### src/rtl/mccpu_ctrl_hs.sv
// mccpu_ctrl_hs: RV32I multicycle control FSM driving datapath strobes and the req/ready memory handshake (opcode/funct3/flags in; mem_req/we, addr_sel, ir/reg/pc write, wd_sel, npc_sel, retire, sticky illegal/bus_err, state_o out)
module mccpu_ctrl_hs #(
  parameter int TIMEOUT     = 15,
  parameter int CNT_W       = 4,
  parameter bit ENABLE_JALR = 1'b1
) (
  input  logic       clk,
  input  logic       rst,
  input  logic [6:0] opcode,
  input  logic [2:0] funct3,
  input  logic       zero,
  input  logic       lt,
  input  logic       ltu,
  input  logic       mem_ready,
  output logic       mem_req,
  output logic       mem_we,
  output logic       addr_sel,
  output logic       ir_write,
  output logic       reg_write,
  output logic [1:0] wd_sel,
  output logic       pc_write,
  output logic [1:0] npc_sel,
  output logic       instr_retired,
  output logic       illegal,
  output logic       bus_err,
  output logic [2:0] state_o
);
  typedef enum logic [2:0] {
    FETCH  = 3'd0,
    DECODE = 3'd1,
    EXEC   = 3'd2,
    MEM    = 3'd3,
    WB     = 3'd4,
    TRAP   = 3'd5
  } state_e;
  state_e state_q, state_d;
  logic [CNT_W-1:0] cnt_q, cnt_d;
  logic illegal_q, illegal_d, bus_err_q, bus_err_d;
  logic is_r, is_i, is_ld, is_st, is_br, is_jal, is_jalr, is_lui, is_auipc;
  logic legal, taken, br_bad, wd_fire;
  assign is_r     = opcode == 7'b0110011;
  assign is_i     = opcode == 7'b0010011;
  assign is_ld    = opcode == 7'b0000011;
  assign is_st    = opcode == 7'b0100011;
  assign is_br    = opcode == 7'b1100011;
  assign is_jal   = opcode == 7'b1101111;
  assign is_jalr  = opcode == 7'b1100111;
  assign is_lui   = opcode == 7'b0110111;
  assign is_auipc = opcode == 7'b0010111;
  assign legal    = is_r | is_i | is_ld | is_st | is_br | is_jal | (is_jalr & ENABLE_JALR) | is_lui | is_auipc;
  assign taken    = funct3[2] ? ((funct3[1] ? ltu : lt) ^ funct3[0]) : (zero ^ funct3[0]);
  assign br_bad   = funct3[2:1] == 2'b01;
  assign wd_fire  = (TIMEOUT != 0) && (cnt_q == CNT_W'(TIMEOUT)) && !mem_ready;
  assign illegal  = illegal_q & ~rst;
  assign bus_err  = bus_err_q & ~rst;
  assign state_o  = rst ? 3'd0 : state_q;
  always_comb begin
    state_d       = state_q;
    illegal_d     = illegal_q;
    bus_err_d     = bus_err_q;
    mem_req       = 1'b0;
    mem_we        = 1'b0;
    addr_sel      = 1'b0;
    ir_write      = 1'b0;
    reg_write     = 1'b0;
    wd_sel        = 2'd0;
    pc_write      = 1'b0;
    npc_sel       = 2'd0;
    instr_retired = 1'b0;
    if (!rst)
      case (state_q)
        FETCH: begin
          mem_req = 1'b1;
          if (mem_ready) begin
            ir_write = 1'b1;
            state_d  = DECODE;
          end else if (wd_fire) begin
            bus_err_d = 1'b1;
            state_d   = TRAP;
          end
        end
        DECODE: begin
          state_d   = legal ? EXEC : TRAP;
          illegal_d = illegal_q | ~legal;
        end
        EXEC:
          if (is_br) begin
            if (br_bad) begin
              illegal_d = 1'b1;
              state_d   = TRAP;
            end else begin
              pc_write      = 1'b1;
              npc_sel       = taken ? 2'd1 : 2'd0;
              instr_retired = 1'b1;
              state_d       = FETCH;
            end
          end else if (is_jal | is_jalr) begin
            reg_write     = 1'b1;
            wd_sel        = 2'd2;
            pc_write      = 1'b1;
            npc_sel       = is_jal ? 2'd2 : 2'd3;
            instr_retired = 1'b1;
            state_d       = FETCH;
          end else
            state_d = (is_ld | is_st) ? MEM : WB;
        MEM: begin
          mem_req  = 1'b1;
          addr_sel = 1'b1;
          mem_we   = is_st;
          if (mem_ready) begin
            pc_write      = is_st;
            instr_retired = is_st;
            state_d       = is_st ? FETCH : WB;
          end else if (wd_fire) begin
            bus_err_d = 1'b1;
            state_d   = TRAP;
          end
        end
        WB: begin
          reg_write     = 1'b1;
          wd_sel        = is_ld ? 2'd1 : 2'd0;
          pc_write      = 1'b1;
          instr_retired = 1'b1;
          state_d       = FETCH;
        end
        TRAP: state_d = TRAP;
        default: state_d = TRAP;
      endcase
    cnt_d = (state_d != state_q) ? '0 : (mem_req && !mem_ready && cnt_q != '1) ? cnt_q + 1'b1 : cnt_q;
  end
  always_ff @(posedge clk)
    if (rst) begin
      state_q   <= FETCH;
      cnt_q     <= '0;
      illegal_q <= 1'b0;
      bus_err_q <= 1'b0;
    end else begin
      state_q   <= state_d;
      cnt_q     <= cnt_d;
      illegal_q <= illegal_d;
      bus_err_q <= bus_err_d;
    end
endmodule

### config.mk
export PLATFORM = sky130hd
export DESIGN_NAME = mccpu_ctrl_hs
export DESIGN_NICKNAME = d
export VERILOG_FILES = /design/src/rtl/mccpu_ctrl_hs.sv
export SDC_FILE = /design/constraint.sdc
export NUM_CORES = 1
export LEC_CHECK = 0
export CAP_MARGIN = 20
export CORE_MARGIN = 2
export CORE_UTILIZATION = 46
export CTS_CLUSTER_SIZE = 28
export DETAILED_ROUTE_END_ITERATION = 8
export PLACE_DENSITY = 0.92
export SLEW_MARGIN = 20
export SYNTH_ARGS = -nofsm -noshare
export SYNTH_HDL_FRONTEND = slang
export SYNTH_SLANG_ARGS = --single-unit
### constraint.sdc
create_clock -name clk -period 4.05 [get_ports clk]
set_clock_uncertainty 0.2 [all_clocks]
set_input_delay 1.0125 -clock clk [delete_from_list [all_inputs] [get_ports clk]]
set_output_delay 1.0125 -clock clk [all_outputs]
set_load 0.02 [all_outputs]
== Yosys cells after proc, flatten, opt, wreduce, memory -nomap -nowiden ==
Cells that the tools add are included.
Storage, ports and cells
  output and inout bits: 16
  register bits: 9
  input port bits: 16
Cells by class
  reduce and logical (&&, ||, !) cells: 10
  equality and inequality tests: 19
  bitwise operators: 18
  add/sub/neg operators: 1
  muxes and demuxes: 47
Operators with widths (count)
  2-to-1 mux 3 bit: 11
  2-to-1 mux 1 bit: 24
  == test 7 x 6 -> 1 bit, second input constant: 3
  == test 7 bit, second input constant: 3
  one-hot mux 3 bit (5 select lines): 1
  == test 7 x 5 -> 1 bit, second input constant: 2
  2-to-1 mux 2 bit: 7
  OR 1 bit: 11
  == test 7 x 2 -> 1 bit, second input constant: 1
  == test 3 x 2 -> 1 bit, second input constant: 2
  AND reduction 3 bit: 2
  adder 4 x 1 -> 4 bit, second input constant: 1
  == test 4 bit, second input constant: 1
  != test 2 bit, second input constant: 2
  != test 4 bit, second input constant: 1
  one-hot mux 1 bit (2 select lines): 2
  one-hot mux 2 bit (2 select lines): 1
  OR reduction 2 bit: 2
  == test 3 x 1 -> 1 bit, second input constant: 1
  == test 3 bit, second input constant: 1
  logical AND 1 bit: 3
  zero test 3 bit: 1
  != test 3 bit: 1
  inverter 1 bit: 3
  other kinds (6): 8

== Logic depth before layout (Yosys ltp) ==
  word-level depth: 14
  mapped depth: 6

== Worst setup path before layout ==
OpenSTA, ideal clock, no wires.
  path type: in2out
  start: input port opcode[4]
  end: output port pc_write
  stages: 6
  arrival: 2629 ps
  path buffers: 1
  slack: 209 ps
  cell sequence: nand3b_1 nor4_1 and4_2 o21ai_1 a21oi_1 buf_4
On the way
  cells in the longest elaborated chain, start to end: 6
RTL lines
  from (decl): line 9  | input logic [6:0] opcode,
  == test 7 bit (on tied branches): line 46, 47
  OR 1 bit: line 97  | end else if (is_jal | is_jalr) begin
  2-to-1 mux 1 bit (2 in a row)
  one-hot mux 1 bit (3 select lines) (*)
  2-to-1 mux 1 bit (*)
  to (decl): line 21  | output logic pc_write,
Mark *: on every way between the ends. The rest lies on a longest branch, timed or not.

== Worst setup path in the final report ==
  start: input port opcode[1]
  end: output port npc_sel[0]
On the way
  cells in the longest elaborated chain, start to end: 6
RTL lines
  == test 7 bit (on tied branches): line 46, 47
  2-to-1 mux 1 bit / OR 1 bit (equally long branches): line 101, 97
  2-to-1 mux 2 bit: line 97
  2-to-1 mux 2 bit (*): line 87  | if (is_br) begin
  2-to-1 mux 2 bit (*): line 71  | case (state_q)
  2-to-1 mux 2 bit (*): line 70  | if (!rst)
  to (decl): line 22  | output logic [1:0] npc_sel,
Marks and branches as above.

==> reports/results.tsv <==
metric	value	unit
Hold WC Path Type	reg -> reg	
Core Box Area	0.00169	mm²
footprint of the multi-input gates	613	µm²
clock-pin slew on the worst setup and hold paths	0.06	ns
setup bufs post-CTS	0	
Reg area	180	µm²
number of CTS-inserted buffers	3	
clk_lat worst skew	0.26	ns
worst hold slack	0.308	ns
Mapped Cells	105	
critical path's slowest cell	clkdlybuf4s50_1	
CP max FO	5	
post-DR wirelength/cell	16.2	µm
Ant. Diodes	0	
Iter 0 DRT Violations	52	
PortBufs	31	
measured slew at the worst slew-check pin	0.479	ns
unrepaired setup endpoints after global routing	no	
# DRC	0	
FILL cells	131	
total gr overflow	0	
Vias/cell	6.22	
kind of cell adding the most delay to the critical path	buffers and inverters	
row cnt	15	
final core utilization	76.5	%
die width	46.0	µm
Die ar.	0.00212	mm²
FFs w/ async S/R, synth	0	%
synthesized area per cell	7.75	µm²
CP cell instances	clkdlybuf4s50_1, nand3b_1, buf_4, or4_1, nor2_1, clkdlybuf4s15_1	
Comb pwr share	43.5	%
CP arrival	2.75	ns
#FFs+latches synth	9	
Critical Path Start Type	primary input	
P_sw	106	µW
largest net degree at the start of global routing	19	
Final Max Slew Viols	0	
first-pass GRT wire length	4.31	mm
Crit path buffers/inverters	3	
sequential share of power	34.0	%
min Tclk post-route	3.96	ns
Root Driver	clkbuf_4	
synth unique cells	43	
Routed Wire Length	2.71	mm
IO Count	32	
Syn Nets	122	
leakage power	0.000577	µW
Total Routing Usage GR	28.7	%
CTS H-tree depth	1	
post-route ant nets	0	
P per Cell Area	234	mW/mm²
clock power share	22.5	%
post-synthesis sequential area ratio	22.2	%
initial antenna violation count	0	
Die Height	46.0	µm
Worst Setup End Kind	output pin	
Post-Syn Area	813	µm²
number of flops mapped to enable cells by yosys	0	
Area growth syn-to-layout	58.9	%
Max IR drop VDD	0.180	mV
vias in the first global route	928	
critical path type	in -> out	
Post-CTS Resized	6	
CTS tree	yes	
nets@finish	168	
Pint	197	µW
cts hold-fix bufs	0	
gpl congestion	0.911	
most frequent cells in the layout	23 x clkdlybuf4s50_1, 17 x buf_4, 9 x dfxtp_1	
Most used DFF post-synth	dfxtp_1	
slowest stage delay, CP	0.50	ns
Switching Fraction	35.0	%
Initial Util	48.1	%
CTS sink cnt	9	
DRT Pass-1 Iters	4	
layout cell share with drive strength beyond 1	20.0	%
commonest non-fill, non-tap cell in the layout	clkdlybuf4s50_1	
MaxCap Viol Count	0	
hpwl dp	2.16	mm
status	finished, final reports clean	
Hold Vio Cnt, Final	0	
CTS Buffer Depth	2	
CP required	2.84	ns
fin crit share	97.9	%
fmax	0.252	GHz
Setup violations, final	0	
via count	1038	
Synth warnings	0	
Worst slew margin	68.0	%
state kept, by name (all words and copies together), names as in the netlist:
| register | cells |
|---|---|
| illegal_q | 1 |
| bus_err_q | 1 |
| state_q | 3 |
| cnt_q | 4 |
power groups by stage:
stage	Clock (µW)	Sequential, µW	Combinational [µW]
6_report	68.1	103	132
5_1_grt	75.6	104	141
4_1_cts	71.3	103	129
3_5_place_dp	0	105	129
3_3_place_gp	0	104	124
2_1_floorplan	0	99.2	72.9
Yosys cell counts (all sizes together), types with 2 or more instances:
master,count,share of area (%)
a211oi,3,2.8
a21o,2,1.8
a21oi,7,4.3
a31oi,3,2.3
and3,2,1.7
and4b,2,2.6
buf,3,2.3
clkbuf,4,1.8
dfxtp,9,22
inv,2,0.92
mux2i,2,2.5
nand2,5,2.3
nand2b,2,1.5
nand3b,4,3.7
nor2,8,3.7
nor2b,8,6.2
nor3,7,4.3
nor4,3,3.1
nor4b,4,4.3
o21ai,4,2.5
or3,2,1.5
xnor2,3,3.2
cell families after synthesis:
| kind of cell | Yosys count | synth area share (%) |
|---|---|---|
| flip-flops | 9 | 22.2 |
| buffers and inverters | 9 | 5.08 |
| adder cells (fa/ha/maj) | 1 | 1.54 |
| AO/OA/AOI/OAI | 24 | 20.0 |
| AND/OR/NAND/NOR | 56 | 44.5 |
| XOR/XNOR | 4 | 4.31 |
| multiplexers | 2 | 2.46 |
final cells by class:
| type | count | share of cell area (%) |
|---|---|---|
| clock buffers | 4 | 2.03 |
| flip-flops and latches | 9 | 13.9 |
| inverters | 2 | 0.581 |
| well taps | 17 | 1.65 |
| repair buffers | 48 | 34.4 |
| multi-input cells | 87 | 47.4 |
path summary, 6_finish.rpt:
kind              startpoint          to  slack (ns)  cells after the start
hold / removal      cnt_q[3]    cnt_q[3]        0.31                      2
setup reg to reg  state_q[0]    cnt_q[1]        1.95                      5
hold reg to reg     cnt_q[3]    cnt_q[3]        0.31                      2
setup / recovery   opcode[1]  npc_sel[0]        0.09                      6
stage by stage:
| step | total power [µW] | setup WS [ns] | std cells | TNS, ns | area, µm² |
|---|---|---|---|---|---|
| detailed placement | 234 | -0.218 | 163 | -0.776 | 1240 |
| CTS | 303 | 0.0280 | 167 | 0 | 1270 |
| floorplan | 172 | 0.209 | 105 | 0 | 813 |
| finish | 303 | 0.0857 | 167 | 0 | 1290 |
| global placement | 228 | -0.0802 | 163 | -0.242 | 1240 |
| global route | 320 | 0.00567 | 167 | 0 | 1290 |
tightest hold or removal path: stages, from the launching register on:
cell and delay, ns:
dfxtp_1 0.32, inv_1 0.07, a211oi_1 0.07
per-layer routing:
metal | routed length, µm | vias to the layer above | GRT usage [%]
met5 | 0 | - | 0
met4 | 114 | 0 | 18.3
met3 | 194 | 12 | 5.95
met2 | 1290 | 61 | 42.8
met1 | 1100 | 483 | 37.0
li1 | - | 482 | -
Note: power is estimated with default switching activity, not from simulation.
